--- src/rtl/pipe_chain.sv ---
// Parametrised valid/ready pipeline register chain with stall, bubble collapsing and flush.
// Optional one-entry input skid buffer enabled by defining PIPE_SKID_EN.
module pipe_chain #(
   parameter int unsigned      WIDTH    = 64,
   parameter int unsigned      STAGES   = 4,
   parameter logic [WIDTH-1:0] RST_DATA = '0
) (
   input  logic                          clk,
   input  logic                          rst,
   input  logic                          in_valid,
   output logic                          in_ready,
   input  logic [WIDTH-1:0]              in_data,
   output logic                          out_valid,
   input  logic                          out_ready,
   output logic [WIDTH-1:0]              out_data,
   input  logic                          flush,
   output logic [$clog2(STAGES+2)-1:0]   count
);

   localparam int unsigned CW = $clog2(STAGES + 2);
   localparam logic [STAGES-1:0] ONES = '1;

   logic [STAGES-1:0] valid_q;
   logic [WIDTH-1:0]  data_q [STAGES];
   logic [STAGES-1:0] rdy;
   logic              s0_valid;
   logic [WIDTH-1:0]  s0_data;
   logic [CW-1:0]     skid_cnt;
   logic [CW-1:0]     cnt;

   // Stage i accepts if the output drains or any hole exists at or below it;
   // written flat over valid_q so the chain has no self-referencing comb loop.
   always_comb begin
      rdy = '0;
      for (int unsigned i = 0; i < STAGES; i++) begin
         rdy[i] = out_ready | (|(~valid_q & (ONES << i)));
      end
   end

`ifdef PIPE_SKID_EN
   logic             skid_valid;
   logic [WIDTH-1:0] skid_data;

   assign in_ready = !rst && !flush && !skid_valid;
   assign s0_valid = skid_valid || (in_valid && in_ready);
   assign s0_data  = skid_valid ? skid_data : in_data;
   assign skid_cnt = CW'(skid_valid);

   always_ff @(posedge clk or posedge rst) begin
      if (rst) begin
         skid_valid <= 1'b0;
         skid_data  <= RST_DATA;
      end else if (flush) begin
         skid_valid <= 1'b0;
      end else if (skid_valid) begin
         if (rdy[0]) skid_valid <= 1'b0;
      end else if (in_valid && in_ready && !rdy[0]) begin
         skid_valid <= 1'b1;
         skid_data  <= in_data;
      end
   end
`else
   assign in_ready = !rst && !flush && rdy[0];
   assign s0_valid = in_valid && in_ready;
   assign s0_data  = in_data;
   assign skid_cnt = '0;
`endif

   always_ff @(posedge clk or posedge rst) begin
      if (rst) begin
         valid_q <= '0;
         for (int unsigned i = 0; i < STAGES; i++) data_q[i] <= RST_DATA;
      end else if (flush) begin
         valid_q <= '0;
      end else begin
         if (rdy[0]) begin
            valid_q[0] <= s0_valid;
            if (s0_valid) data_q[0] <= s0_data;
         end
         for (int unsigned i = 1; i < STAGES; i++) begin
            if (rdy[i]) begin
               valid_q[i] <= valid_q[i-1];
               if (valid_q[i-1]) data_q[i] <= data_q[i-1];
            end
         end
      end
   end

   always_comb begin
      cnt = skid_cnt;
      for (int unsigned i = 0; i < STAGES; i++) cnt = cnt + CW'(valid_q[i]);
   end

   assign count     = cnt;
   assign out_valid = valid_q[STAGES-1];
   assign out_data  = data_q[STAGES-1];

endmodule

--- config.mk ---
export PLATFORM = sky130hd
export DESIGN_NAME = pipe_chain
export DESIGN_NICKNAME = d
export VERILOG_FILES = /design/src/rtl/pipe_chain.sv
export SDC_FILE = /design/constraint.sdc
export NUM_CORES = 1
export LEC_CHECK = 0
export CAP_MARGIN = 20
export CORE_UTILIZATION = 50
export CTS_BUF_LIST = sky130_fd_sc_hd__clkbuf_4 sky130_fd_sc_hd__clkbuf_8
export DETAILED_ROUTE_END_ITERATION = 10
export PLACE_DENSITY = 0.79
export SYNTH_ARGS = -nofsm -noshare
export SYNTH_HDL_FRONTEND = slang
export SYNTH_SLANG_ARGS = --single-unit
--- constraint.sdc ---
create_clock -name clk -period 24.2 [get_ports clk]
set_input_delay 7.26 -clock clk [delete_from_list [all_inputs] [get_ports clk]]
set_output_delay 7.26 -clock clk [all_outputs]
set_load 0.005 [all_outputs]
# Word level (Yosys, flattened, before mapping)
# Cells that the tools add are included.
# word_totals
register_bits	260
input_bits	69
output_inout_bits	69
elab_cells	38
# op_classes
n_addsub	3
mux	5
bitwise_logic	6
n_reduce_logical	16
# ops
operator	count
3-bit AND reduction	4
2-bit nonzero test	4
1-bit two-way mux	4
4-bit two-way mux	1
4-bit inverter	1
1-bit bitwise OR	4
4-bit OR reduction	1
2-bit by 1-bit adder with 3-bit output	1
3-bit by 1-bit adder with 3-bit output	1
1-bit logical AND	3
3-bit OR reduction	1
1-bit by 1-bit adder with 2-bit output	1
1-bit logical NOT	2
2-bit OR reduction	1
1-bit inverter	1

# Longest topological paths before layout
# Gate-level depths: netlist (run 1).
# depth
depth_word	7
ltp_mapped	6
ltp_nobuf	5

# Least setup slack after synthesis (run 1)
# OpenSTA, ideal clock, no wires.
# synth_path
kind	in2out
startpoint	in flush
endpoint	out in_ready
arrival_time_ns	7.658
required_time_ns	16.940
slack_ns	9.282
stages	2
path_buffers	1
path_cell_list	clkbuf_1 nor3b_1
# synth_between
elab_chain_cells	3
# synth_rtl
element	line_no	rtl
start: declaration	16	input logic flush,
1-bit logical NOT	63	assign in_ready = !rst && !flush && rdy[0];
1-bit logical AND (2 in a row)	63	
end: declaration	11	output logic in_ready,
# Every way passes these cells.

# Worst setup path after layout (run 1)
# layout_path
startpoint	in out_ready
endpoint	out in_ready
# layout_between
elab_chain_cells	2
# layout_rtl
element	line_no	rtl
start: declaration	14	input logic out_ready,
1-bit bitwise OR	36	rdy[i] = out_ready | (|(~valid_q & (ONES << i)));
1-bit logical AND	63	
# Every way passes these cells.

==> metrics.md, run 1 <==
| Metric | Value |
|---|---|
| Final min period | `16.02 ns` |
| Clock Latency Late Sink | `0.52 ns` |
| Worst vdd ir | `0.0466 mV` |
| Largest net degree at the start of global routing | `104` |
| Io pins | `138` |
| Run status | `complete, no violations` |
| Netlist cell types | `21` |
| Number of antenna diodes | `0` |
| Initial Utilization | `51.6%` |
| Area Growth Syn to Fin | `19.1%` |
| Setup-failing EPs final | `0` |
| Cells after Synth | `635` |
| Core area | `0.0205 mm²` |
| Initial antenna violation count | `0` |
| Post-CTS sizing | `0` |
| Share of cells above drive strength 1 | `45.3%` |
| Num rows | `52` |
| Largest fanout on the critical path | `4` |
| Clock slew at reported path FFs | `0.06 ns` |
| Die Width | `147 µm` |
| Clock Tree Buf Depth | `3` |
| Startpoint types | `input pin` |
| Total global routing overflow | `0` |
| Slew Viols, Final | `0` |
| 1st-iter DRT viols | `138` |
| Switching part of the total power | `22.6%` |
| Most frequent cells in the layout | `260 x dfrtp_1, 196 x mux2_2, 137 x clkdlybuf4s50_1` |
| Post-CTS Repair Setup Buffers | `0` |
| Crit end category | `output pin` |
| Comb power frac | `15.4%` |
| Clock Skew | `0.0170 ns` |
| Post-layout util | `61.5%` |
| Die area | `0.0217 mm²` |
| Drt drc | `0` |
| I/O Buffers | `137` |
| Seq pwr share | `49.9%` |
| Pwr/cell area | `95.8 mW/mm²` |
| CTS tree | `yes` |
| Post-synthesis sequential area ratio | `61.5%` |
| Pwr Total | `0.00121 W` |
| CTS Hold Buffers Added | `0` |
| Ys Warns | `0` |
| Syn_nets | `708` |
| Clk Tree Root Cell | `clkbuf_8` |
| DR pass1 iterations | `5` |
| Most common cell after layout, fill and taps aside | `dfrtp_1` |
| Clk sinks | `260` |
| Cell Area, Synth | `0.0106 mm²` |
| NetSw | `0.000272 W` |
| H-tree levels | `2` |
| Critical path required time | `16.94 ns` |
| Internal power | `0.000934 W` |
| Arrival time worst endpoint | `8.76 ns` |
| Leak | `5.97 nW` |
| Max_slew headroom | `34.3%` |
| DP HPWL | `10900 µm` |
| Post-Syn Area per Cell | `16.7 µm²` |
| Max-Cap Viols | `0` |
| Nets | `804` |
| Via/cell ratio | `5.10` |
| Number of global-route vias before repair | `6005` |
| Path category of the worst min-delay check | `register to register` |
| Placed cell area | `0.0116 mm²` |
| Routed len/inst | `17.7 µm` |
| Final Hold Fails | `0` |
| Flops & latches, synth | `260` |
| Non-Filler Instances | `1033` |
| Via count | `5264` |
| CTS Buf Count | `43` |
| Clk network pwr share | `34.7%` |
| Die height | `147 µm` |
| Worst setup path class | `input pin to output pin` |
| Yosys top cell area share | `61.5%` |
| Slew @ Worst Pin | `0.985 ns` |
| RSZ-0062 raised after global routing | `no` |
| Routed WL | `18200 µm` |
| Period utilization | `66.2%` |
| Synth top area cells | `dfrtp_1 61%, mux2_2 21%, mux2_4 8.5%` |
| Setup tns final | `0 ns` |
| Routability cong. | `0.792` |
| Post-synth top area cell | `dfrtp_1` |
| Routed Antenna Nets | `0` |
| First-pass GRT wire length | `30600 µm` |
| Dpl cells | `954` |
| All-Layer GR Usage | `17.6%` |
| Max Clk Rate | `62.4 MHz` |
| Design Area, Final | `0.0126 mm²` |
[path summary, 6_finish.rpt]
path / startpoint / to / slack, ns / cells after the start
hold reg to reg: data_q[77] / out_data[13] / 0.50 / 1
min in group asynchronous: rst / out_data[27] / 7.32 / 2
setup / recovery: out_ready / in_ready / 8.18 / 4
hold / removal: data_q[77] / out_data[13] / 0.50 / 1
setup reg to reg: valid_q[3] / data_q[188] / 21.90 / 4
max in group asynchronous: rst / data_q[127] / 15.43 / 3
[stage by stage]
step                      hold slack (ns)  worst slack, ns
after floorplan                     0.474             9.28
after global placement              0.480             8.24
after detailed placement            0.486             8.19
after CTS                           0.499             8.18
after global routing                0.510             8.12
final                               0.498             8.18
[power by group through the flow]
stage	Sequential, W	Clock [W]	Combinational [W]
2_1_floorplan	0.000587	0	0.000152
3_3_place_gp	0.000600	0	0.000179
3_5_place_dp	0.000609	0	0.000188
4_1_cts	0.000603	0.000432	0.000190
5_1_grt	0.000616	0.000451	0.000203
6_report	0.000602	0.000418	0.000186
[synth_stat cells]
cell type  number
a211o_2         1
a21oi_1         2
a311o_2         1
a31oi_1         1
buf_12          6
buf_2           8
buf_4          71
buf_6           7
clkbuf_1        1
dfrtp_1       260
fa_1            1
ha_1            3
inv_1           6
mux2_2        196
mux2_4         60
nand3_1         1
nand4b_1        2
nor2_1          4
nor2b_4         1
nor3b_1         2
or2_2           1
[cell type report]
class,instances,area [µm²]
sequential,260,6510
timing repair buffer,144,1460
tap,270,338
clock inverter,2,35.0
inverter,6,30.0
multi-input combinational,276,3290
clock buffer,75,945
fill,1529,7900
[kinds of logic (layout without fill, tap and decap cells)]
family | after synthesis | in the layout | share of synthesized area (%)
flops | 260 | 260 | 61.5
mux | 256 | 256 | 29.4
buf+inv | 99 | 227 | 7.54
simple gates | 11 | 11 | 0.686
compound gates | 5 | 5 | 0.355
fa+ha+maj | 4 | 4 | 0.544
[critical path, stage by stage]
cell	delay (ns)
clkdlybuf4s50_1	0.54
nand4b_1	0.22
nor3b_1	0.21
clkdlybuf4s50_1	0.53
[metal layers]
metal,vias to the layer above,track usage [%],share of wire [%]
li1,2334,-,-
met1,2748,22.0,43
met2,138,30.6,50
met3,44,3.73,4.7
met4,0,5.77,2.0
met5,-,0,0
[flip-flops by register name (all words and copies together), names as in the netlist]
name,cells
data_q,192
out_data,64
valid_q,4
No activity file was read; power rests on OpenSTA's default activity.
==> inputs of run 2 (changes only) <==
==> constraint.sdc (replaced) <==
create_clock -name clk -period 15.23 [get_ports clk]
set_input_delay 4.569 -clock clk [delete_from_list [all_inputs] [get_ports clk]]
set_output_delay 4.569 -clock clk [all_outputs]
set_load 0.005 [all_outputs]
==> run 2 against run 1 <==
  * Die area is the same
  * Total power grew 57%
  * Critical path depth is the same
  * Setup slack lost 3.6 ns
  * Cell count shrank 0.19%
  * First-iteration DRC count grew 20%
  * Critical path type unchanged
==> metrics.md, run 2 (synthesized netlist as in run 1, its figures left out) <==
| Metric | Value |
|---|---|
| Run status | `complete, no violations (unchanged)` |
| Worst R2R Path Depth | `4 (unchanged)` |
| Die Width | `147 µm (unchanged)` |
| Worst setup path class | `input pin to output pin (unchanged)` |
| Drt drc | `0 (unchanged)` |
| Arrival time worst endpoint | `6.08 ns (was 8.76 ns)` |
| Final min period | `10.65 ns` |
| Die area | `0.0217 mm² (unchanged)` |
| Setup WS post-layout | `4.58 ns (was 8.18 ns)` |
| Path category of the worst min-delay check | `register to register (unchanged)` |
| Via/cell ratio | `5.01 (was 5.10)` |
| I/O Buffers | `137 (unchanged)` |
| Setup tns final | `0 ns (unchanged)` |
| Clock Latency Late Sink | `0.51 ns (was 0.52 ns)` |
| Fillcell total | `1516 (was 1529)` |
| Pwr Total | `0.00189 W (was 0.00121 W)` |
| Slew @ Worst Pin | `0.997 ns (was 0.985 ns)` |
| Initial antenna violation count | `0 (unchanged)` |
| Largest register FFs | `192 (unchanged)` |
| CTS Hold Buffers Added | `0 (unchanged)` |
| Max_slew headroom | `33.5% (was 34.3%)` |
| All-Layer GR Usage | `17.7% (was 17.6%)` |
| Met1 wire length | `7760 µm (was 7810 µm)` |
| Reg with most FFs | `data_q (unchanged)` |
| Setup-failing EPs final | `0 (unchanged)` |
| Clk sinks | `260 (unchanged)` |
| Startpoint types | `input pin (unchanged)` |
| Number of global-route vias before repair | `6033 (was 6005)` |
| Max Clk Rate | `93.9 MHz` |
| Routability cong. | `0.796 (was 0.792)` |
| Top layer in use | `met4 (unchanged)` |
| H-tree levels | `2 (unchanged)` |
| Num rows | `52 (unchanged)` |
| Clock Tree Buf Depth | `3 (unchanged)` |
| Largest fanout on the critical path | `4 (unchanged)` |
| Io pins | `138 (unchanged)` |
| DP HPWL | `11000 µm (was 10900 µm)` |
| RSZ-0062 raised after global routing | `no (unchanged)` |
| CTS Buf Count | `43 (unchanged)` |
| Final Hold Fails | `0 (unchanged)` |
| Routed WL | `18300 µm (was 18200 µm)` |
| Beginning of the worst hold path | `data_q[94] (was data_q[77])` |
| CP Launch Point | `out_ready (unchanged)` |
| CTS tree | `yes (unchanged)` |
| 1st-iter DRT viols | `166 (was 138)` |
| Number of antenna diodes | `0 (unchanged)` |
| Area Growth Syn to Fin | `18.7% (was 19.1%)` |
| Met3 Routed Length | `862 µm (was 854 µm)` |
| Met2 WL | `9250 µm (was 9210 µm)` |
| Post-CTS sizing | `0 (unchanged)` |
| Clk Tree Root Cell | `clkbuf_8 (unchanged)` |
| Die height | `147 µm (unchanged)` |
| Multi-input gate area | `0.00329 mm² (unchanged)` |
| Nets | `804 (unchanged)` |
| Share of cells above drive strength 1 | `45.2% (was 45.3%)` |
| Critical path required time | `10.66 ns (was 16.94 ns)` |
| Initial Utilization | `51.6% (unchanged)` |
| Leak | `5.95 nW (was 5.97 nW)` |
| Max-Cap Viols | `0 (unchanged)` |
| Total global routing overflow | `0 (unchanged)` |
| Crit end category | `output pin (unchanged)` |
| DR pass1 iterations | `4 (was 5)` |
| Slew Viols, Final | `0 (unchanged)` |
| Post-CTS Repair Setup Buffers | `0 (unchanged)` |
| Seq. cell area | `0.00651 mm² (unchanged)` |
| Most frequent cells in the layout | `260 x dfrtp_1, 196 x mux2_2, 137 x clkdlybuf4s50_1 (unchanged)` |
| Clock Skew | `0.00951 ns (was 0.0170 ns)` |
| Worst vdd ir | `0.0843 mV (was 0.0466 mV)` |
| Largest net degree at the start of global routing | `100 (was 104)` |
| Most common cell after layout, fill and taps aside | `dfrtp_1 (unchanged)` |
| Core area | `0.0205 mm² (unchanged)` |
| First-pass GRT wire length | `30800 µm (was 30600 µm)` |
| Critical R2R Launch | `valid_q[3] (unchanged)` |
| Routed len/inst | `17.7 µm (about the same)` |
| Pwr/cell area | `151 mW/mm² (was 95.8 mW/mm²)` |
| Routed Antenna Nets | `0 (unchanged)` |
| Clock slew at reported path FFs | `0.05 ns (was 0.06 ns)` |
| Period utilization | `69.9%` |
| Via count | `5165 (was 5264)` |
| Place WS | `4.58 ns (was 8.19 ns)` |
| Hold path cells | `1 (unchanged)` |
[run 2: worst max-delay path: stages]
cell	delay, ns
clkdlybuf4s50_1	0.53
nand4b_1	0.18
nor3b_1	0.23
clkdlybuf4s50_1	0.57
[run 2: where the power goes]
| part | total, W | switching (W) | leakage (nW) | internal (W) |
|---|---|---|---|---|
| Clock | 0.000637 | 0.000257 | 0.498 | 0.000381 |
| Sequential | 0.000957 | 0.0000914 | 3.29 | 0.000865 |
| Combinational | 0.000298 | 0.0000814 | 2.16 | 0.000216 |
| Total | 0.00189 | 0.000429 | 5.95 | 0.00146 |
[run 2: metal layers]
metal,GRT usage [%],up-vias
li1,-,2325
met4,5.88,0
met5,0,-
met3,4.38,36
met2,30.4,128
met1,22.0,2676
[run 2: layout make-up]
class                      instances  area share [%]
clock buffer                      75            7.42
inverter                           6           0.239
multi-input combinational        276            26.2
sequential                       260            51.8
tap                              270            2.69
timing repair buffer             144            11.7
[run 2: per-stage QoR]
stage / instances / hold WS [ns] / area (µm²) / util (%)
after floorplan: 635 / 0.474 / 10600 / -
after global routing: 1031 / 0.505 / 12600 / 61.3
after global placement: 954 / 0.479 / 11600 / 56.5
final: 1031 / 0.500 / 12600 / 61.3
after CTS: 1029 / 0.499 / 12500 / 61.0
after detailed placement: 954 / 0.486 / 11600 / 56.5
[run 2: final timing paths]
check | to | slack (ns)
min | data_q[94] | 0.50
max | in_ready | 4.58
max in group asynchronous | data_q[112] | 9.53
min reg2reg | data_q[94] | 0.50
max reg2reg | data_q[188] | 12.43
min in group asynchronous | valid_q[1] | 4.62
==> inputs of run 3 (changes only) <==
==> constraint.sdc (replaced) <==
create_clock -name clk -period 10.2 [get_ports clk]
set_input_delay 3.06 -clock clk [delete_from_list [all_inputs] [get_ports clk]]
set_output_delay 3.06 -clock clk [all_outputs]
set_load 0.005 [all_outputs]
==> run 3 against run 2 <==
  * Clock skew grew 0.0087 ns
  * Total power grew 49%
  * Via count grew 2.0%
  * Clock power grew 47%
  * Routed wire length grew 1.1%
  * Count of clock-buffer cells in the layout shrank 3
  * Sequential power grew 49%
  * Non-clock buffer count grew 3
  * Register-to-register slack lost 4.6 ns
  * Sequential share of layout area is essentially flat
  * Global-route usage grew 0.23 points
  * Largest cell class unchanged
  * Highest routed layer unchanged
==> metrics.md, run 3 (synthesized netlist as in run 1, its figures left out) <==
| Metric | Value |
|---|---|
| Slew Viols, Final | `0 (unchanged)` |
| Largest net degree at the start of global routing | `82 (was 100)` |
| Most Frequent Cell on Critical Path | `clkdlybuf4s50_1 (unchanged)` |
| Share of cells above drive strength 1 | `45.6% (was 45.2%)` |
| Post-layout util | `61.2% (was 61.3%)` |
| Leak | `5.96 nW (was 5.95 nW)` |
| Die area | `0.0217 mm² (unchanged)` |
| Routability cong. | `0.788 (was 0.796)` |
| Most common cell after layout, fill and taps aside | `dfrtp_1 (unchanged)` |
| Drt drc | `0 (unchanged)` |
| DR pass1 iterations | `4 (unchanged)` |
| Initial Utilization | `51.6% (unchanged)` |
| Die Width | `147 µm (unchanged)` |
| Crit-path cells | `clkdlybuf4s50_1 -> nand4b_1 -> nor3b_1 -> clkdlybuf4s50_1 (unchanged)` |
| Number of antenna diodes | `0 (unchanged)` |
| Hold path cells | `1 (unchanged)` |
| Arrival time worst endpoint | `4.53 ns (was 6.08 ns)` |
| Worst R2R Path Depth | `4 (unchanged)` |
| Total global routing overflow | `0 (unchanged)` |
| Final Hold Fails | `0 (unchanged)` |
| Nets | `807 (was 804)` |
| Most frequent cells in the layout | `260 x dfrtp_1, 196 x mux2_2, 137 x clkdlybuf4s50_1 (unchanged)` |
| Crit path max-delay family | `buffers and inverters (unchanged)` |
| DP HPWL | `11500 µm (was 11000 µm)` |
| Clk network pwr share | `33.4% (was 33.7%)` |
| Switching part of the total power | `22.9% (was 22.7%)` |
| Max_slew headroom | `35.7% (was 33.5%)` |
| Initial antenna violation count | `0 (unchanged)` |
| Slew @ Worst Pin | `0.964 ns (was 0.997 ns)` |
| Clock Tree Buf Depth | `3 (unchanged)` |
| Max-Cap Viols | `0 (unchanged)` |
| Setup-failing EPs final | `0 (unchanged)` |
| First-pass GRT wire length | `31100 µm (was 30800 µm)` |
| H-tree levels | `2 (unchanged)` |
| Routed Antenna Nets | `0 (unchanged)` |
| Largest stage delay on the critical path | `0.54 ns (was 0.57 ns)` |
| Core area | `0.0205 mm² (unchanged)` |
| Startpoint types | `input pin (unchanged)` |
| Largest fanout on the critical path | `4 (unchanged)` |
| Worst setup path class | `input pin to output pin (unchanged)` |
| 1st-iter DRT viols | `121 (was 166)` |
| Pwr/cell area | `224 mW/mm² (was 151 mW/mm²)` |
| Setup tns final | `0 ns (unchanged)` |
| CTS Buf Count | `43 (unchanged)` |
| Clk Tree Root Cell | `clkbuf_8 (unchanged)` |
| Clock Skew | `0.0182 ns (was 0.00951 ns)` |
| Seq pwr share | `50.8% (was 50.6%)` |
| Routed len/inst | `17.8 µm (was 17.7 µm)` |
| Via count | `5270 (was 5165)` |
| Internal power | `0.00217 W (was 0.00146 W)` |
| Critical path required time | `7.14 ns (was 10.66 ns)` |
| I/O Buffers | `137 (unchanged)` |
| CTS Hold Buffers Added | `0 (unchanged)` |
| RSZ-0062 raised after global routing | `no (unchanged)` |
| Reg with most FFs | `data_q (unchanged)` |
| Run status | `complete, no violations (unchanged)` |
| Worst vdd ir | `0.120 mV (was 0.0843 mV)` |
| Die height | `147 µm (unchanged)` |
| NetSw | `0.000645 W (was 0.000429 W)` |
| Clk sinks | `260 (unchanged)` |
| Period utilization | `74.4%` |
| Via/cell ratio | `5.09 (was 5.01)` |
| Largest register FFs | `192 (unchanged)` |
| CP bufs+invs | `2 (unchanged)` |
| Area Growth Syn to Fin | `18.6% (was 18.7%)` |
| Path category of the worst min-delay check | `register to register (unchanged)` |
| Routed WL | `18500 µm (was 18300 µm)` |
| All-Layer GR Usage | `18.0% (was 17.7%)` |
| Io pins | `138 (unchanged)` |
| Max Clk Rate | `132 MHz` |
| Levels on crit path | `4 (unchanged)` |
| Crit end category | `output pin (unchanged)` |
| Post-CTS sizing | `0 (unchanged)` |
| Clock slew at reported path FFs | `0.06 ns (was 0.05 ns)` |
| Clock Latency Late Sink | `0.52 ns (was 0.51 ns)` |
| Post-CTS Repair Setup Buffers | `0 (unchanged)` |
| Num rows | `52 (unchanged)` |
| CTS tree | `yes (unchanged)` |
| Final min period | `7.59 ns` |
| Number of global-route vias before repair | `6171 (was 6033)` |
| Comb power frac | `15.8% (was 15.7%)` |
| Slowest library cell on the worst path | `clkdlybuf4s50_1 (unchanged)` |
## run 3: cell types whose count changed in the layout (fill, tap and decap cells not counted), sizes merged
cell      change
buf           +3
clkbuf        -3
clkinv        +5
clkinvlp      +1
inv           -1
## run 3: layout make-up
cell class	instances	area (µm²)
sequential	260	6510
clock buffer	72	897
tap	270	338
multi-input combinational	276	3280
inverter	6	26.3
timing repair buffer	147	1480
clock inverter	5	25.0
fill	1520	7940
## run 3: final timing paths
kind                              from      endpoint  slack [ns]
min in group asynchronous          rst  out_data[22]        3.10
setup / recovery             out_ready      in_ready        2.61
hold reg to reg            data_q[248]   data_q[184]        0.49
setup reg to reg            valid_q[3]   data_q[188]        7.79
max in group asynchronous          rst   data_q[124]        5.17
hold / removal             data_q[248]   data_q[184]        0.49
## run 3: through the flow
stage / hold slack [ns] / setup slack, ns / area, µm² / cells / power [W]
after global placement: 0.480 / 2.66 / 11600 / 957 / 0.00185
after global routing: 0.514 / 2.52 / 12600 / 1036 / 0.00296
after CTS: 0.500 / 2.61 / 12500 / 1035 / 0.00285
after detailed placement: 0.487 / 2.61 / 11600 / 958 / 0.00189
final: 0.491 / 2.61 / 12600 / 1036 / 0.00281
after floorplan: 0.474 / 2.08 / 10600 / 635 / 0.00176
## run 3: layer usage
layer / up-vias / GRT usage (%) / part of all wire, %
met4: 0 / 7.16 / 2.8
met3: 44 / 3.83 / 4.6
li1: 2354 / - / -
met2: 155 / 30.6 / 50
met5: - / 0 / 0
met1: 2717 / 22.4 / 42
## run 3: power groups by stage
| stage | registers, W | clock network, W | logic [W] |
|---|---|---|---|
| 2_1_floorplan | 0.00139 | 0 | 0.000362 |
| 3_3_place_gp | 0.00142 | 0 | 0.000426 |
| 3_5_place_dp | 0.00145 | 0 | 0.000448 |
| 4_1_cts | 0.00143 | 0.000969 | 0.000452 |
| 5_1_grt | 0.00146 | 0.00102 | 0.000484 |
| 6_report | 0.00143 | 0.000938 | 0.000444 |
==> edit (config.mk and constraints of run 2) <==
Set the parameter `WIDTH` to 56 (it was 64).
--- a/src/rtl/pipe_chain.sv
+++ b/src/rtl/pipe_chain.sv
@@ -1,7 +1,7 @@
 // Parametrised valid/ready pipeline register chain with stall, bubble collapsing and flush.
 // Optional one-entry input skid buffer enabled by defining PIPE_SKID_EN.
 module pipe_chain #(
-   parameter int unsigned      WIDTH    = 64,
+   parameter int unsigned      WIDTH    = 56,
    parameter int unsigned      STAGES   = 4,
    parameter logic [WIDTH-1:0] RST_DATA = '0
 ) (
Ports: changed (resized in_data and out_data); port bits go from 138 to 122. The function was not compared with the original's and may differ.
==> edit against run 2 <==
The run now ends with design-rule violations left; register-to-register slack gained 0.58 ns; design area shrank 12%; sequential cell count shrank 32; routed wire length shrank 15%; power shrank 13%; setup slack gained 0.058 ns; area after synthesis shrank 12%; count of clock-buffer cells in the layout shrank 13.
==> edit: results (changes against run 2) <==
metric,value,unit,change
crit_arrival,6.02,ns,-0.06 ns
power_sequential,0.000837,W,-13%
grt_use_met3,4.385,%,about the same
wl_per_cell,17.31,µm,-2.4%
grt_pass1_vias,5023,,-17%
dr.pass1.iters,7,,+3
synth-compound-area-share,0.3744,%,+0.020 points
wl_met3,792,µm,-8.1%
synthAdderAreaFrac,0.6151,%,+0.071 points
cts_made_buffers,38,,-12%
wl,15620,µm,-15%
post_synth_most_frequent_cells,"dfrtp_1, mux2_2, mux2_4",,
violations,design-rule violations,,
cpPeakStageDelay,0.53,ns,-0.04 ns
use_met2,26.61,%,-3.8 points
use_met1,23.32,%,+1.3 points
power.internal,0.001262,W,-14%
dp_slack,4.641,ns,+0.06314 ns
status,"complete, but fails checks",,
netSwitchingFraction,22.94,%,+0.24 points
nNetsFinal,710,,-12%
grt_use_total,17.13,%,-0.62 points
largest_reg_flops,168,,-13%
drive_gt1_share,45.17,%,about the same
leakagePower,5.337,nW,-10%
syn_nets,624,,-12%
route.detailed.drc,10,,+10
grt_max_degree,146,,+46%
edit: cell types whose count changed in the layout (fill, tap and decap cells not counted), moves of 5 or more:
cell,before,now
clkbuf_8,59,46
dfrtp_1,260,228
clkdlybuf4s50_1,137,121
mux2_4,60,80
clkinv_2,0,5
mux2_2,196,144
edit: final timing paths:
| path | end | cells after the start | slack [ns] | start |
|---|---|---|---|---|
| worst max-delay path | in_ready | 4 | 4.64 | out_ready |
| worst min-delay path | out_data[7] | 1 | 0.49 | data_q[63] |
| worst max register to register | data_q[153] | 4 | 13.01 | valid_q[3] |
| worst min register to register | out_data[7] | 1 | 0.49 | data_q[63] |
| max in group asynchronous | data_q[72] | 4 | 9.35 | rst |
| min in group asynchronous | valid_q[3] | 2 | 4.66 | rst |
edit: cell type report:
type	count	area (µm²)
fillers	1337	7069
flip-flops and latches	228	5705
well taps	229	286.5
clock inverters	6	32.53
multi-input cells	244	2994
clock buffers	62	753.2
inverters	6	30.03
repair buffers	127	1276
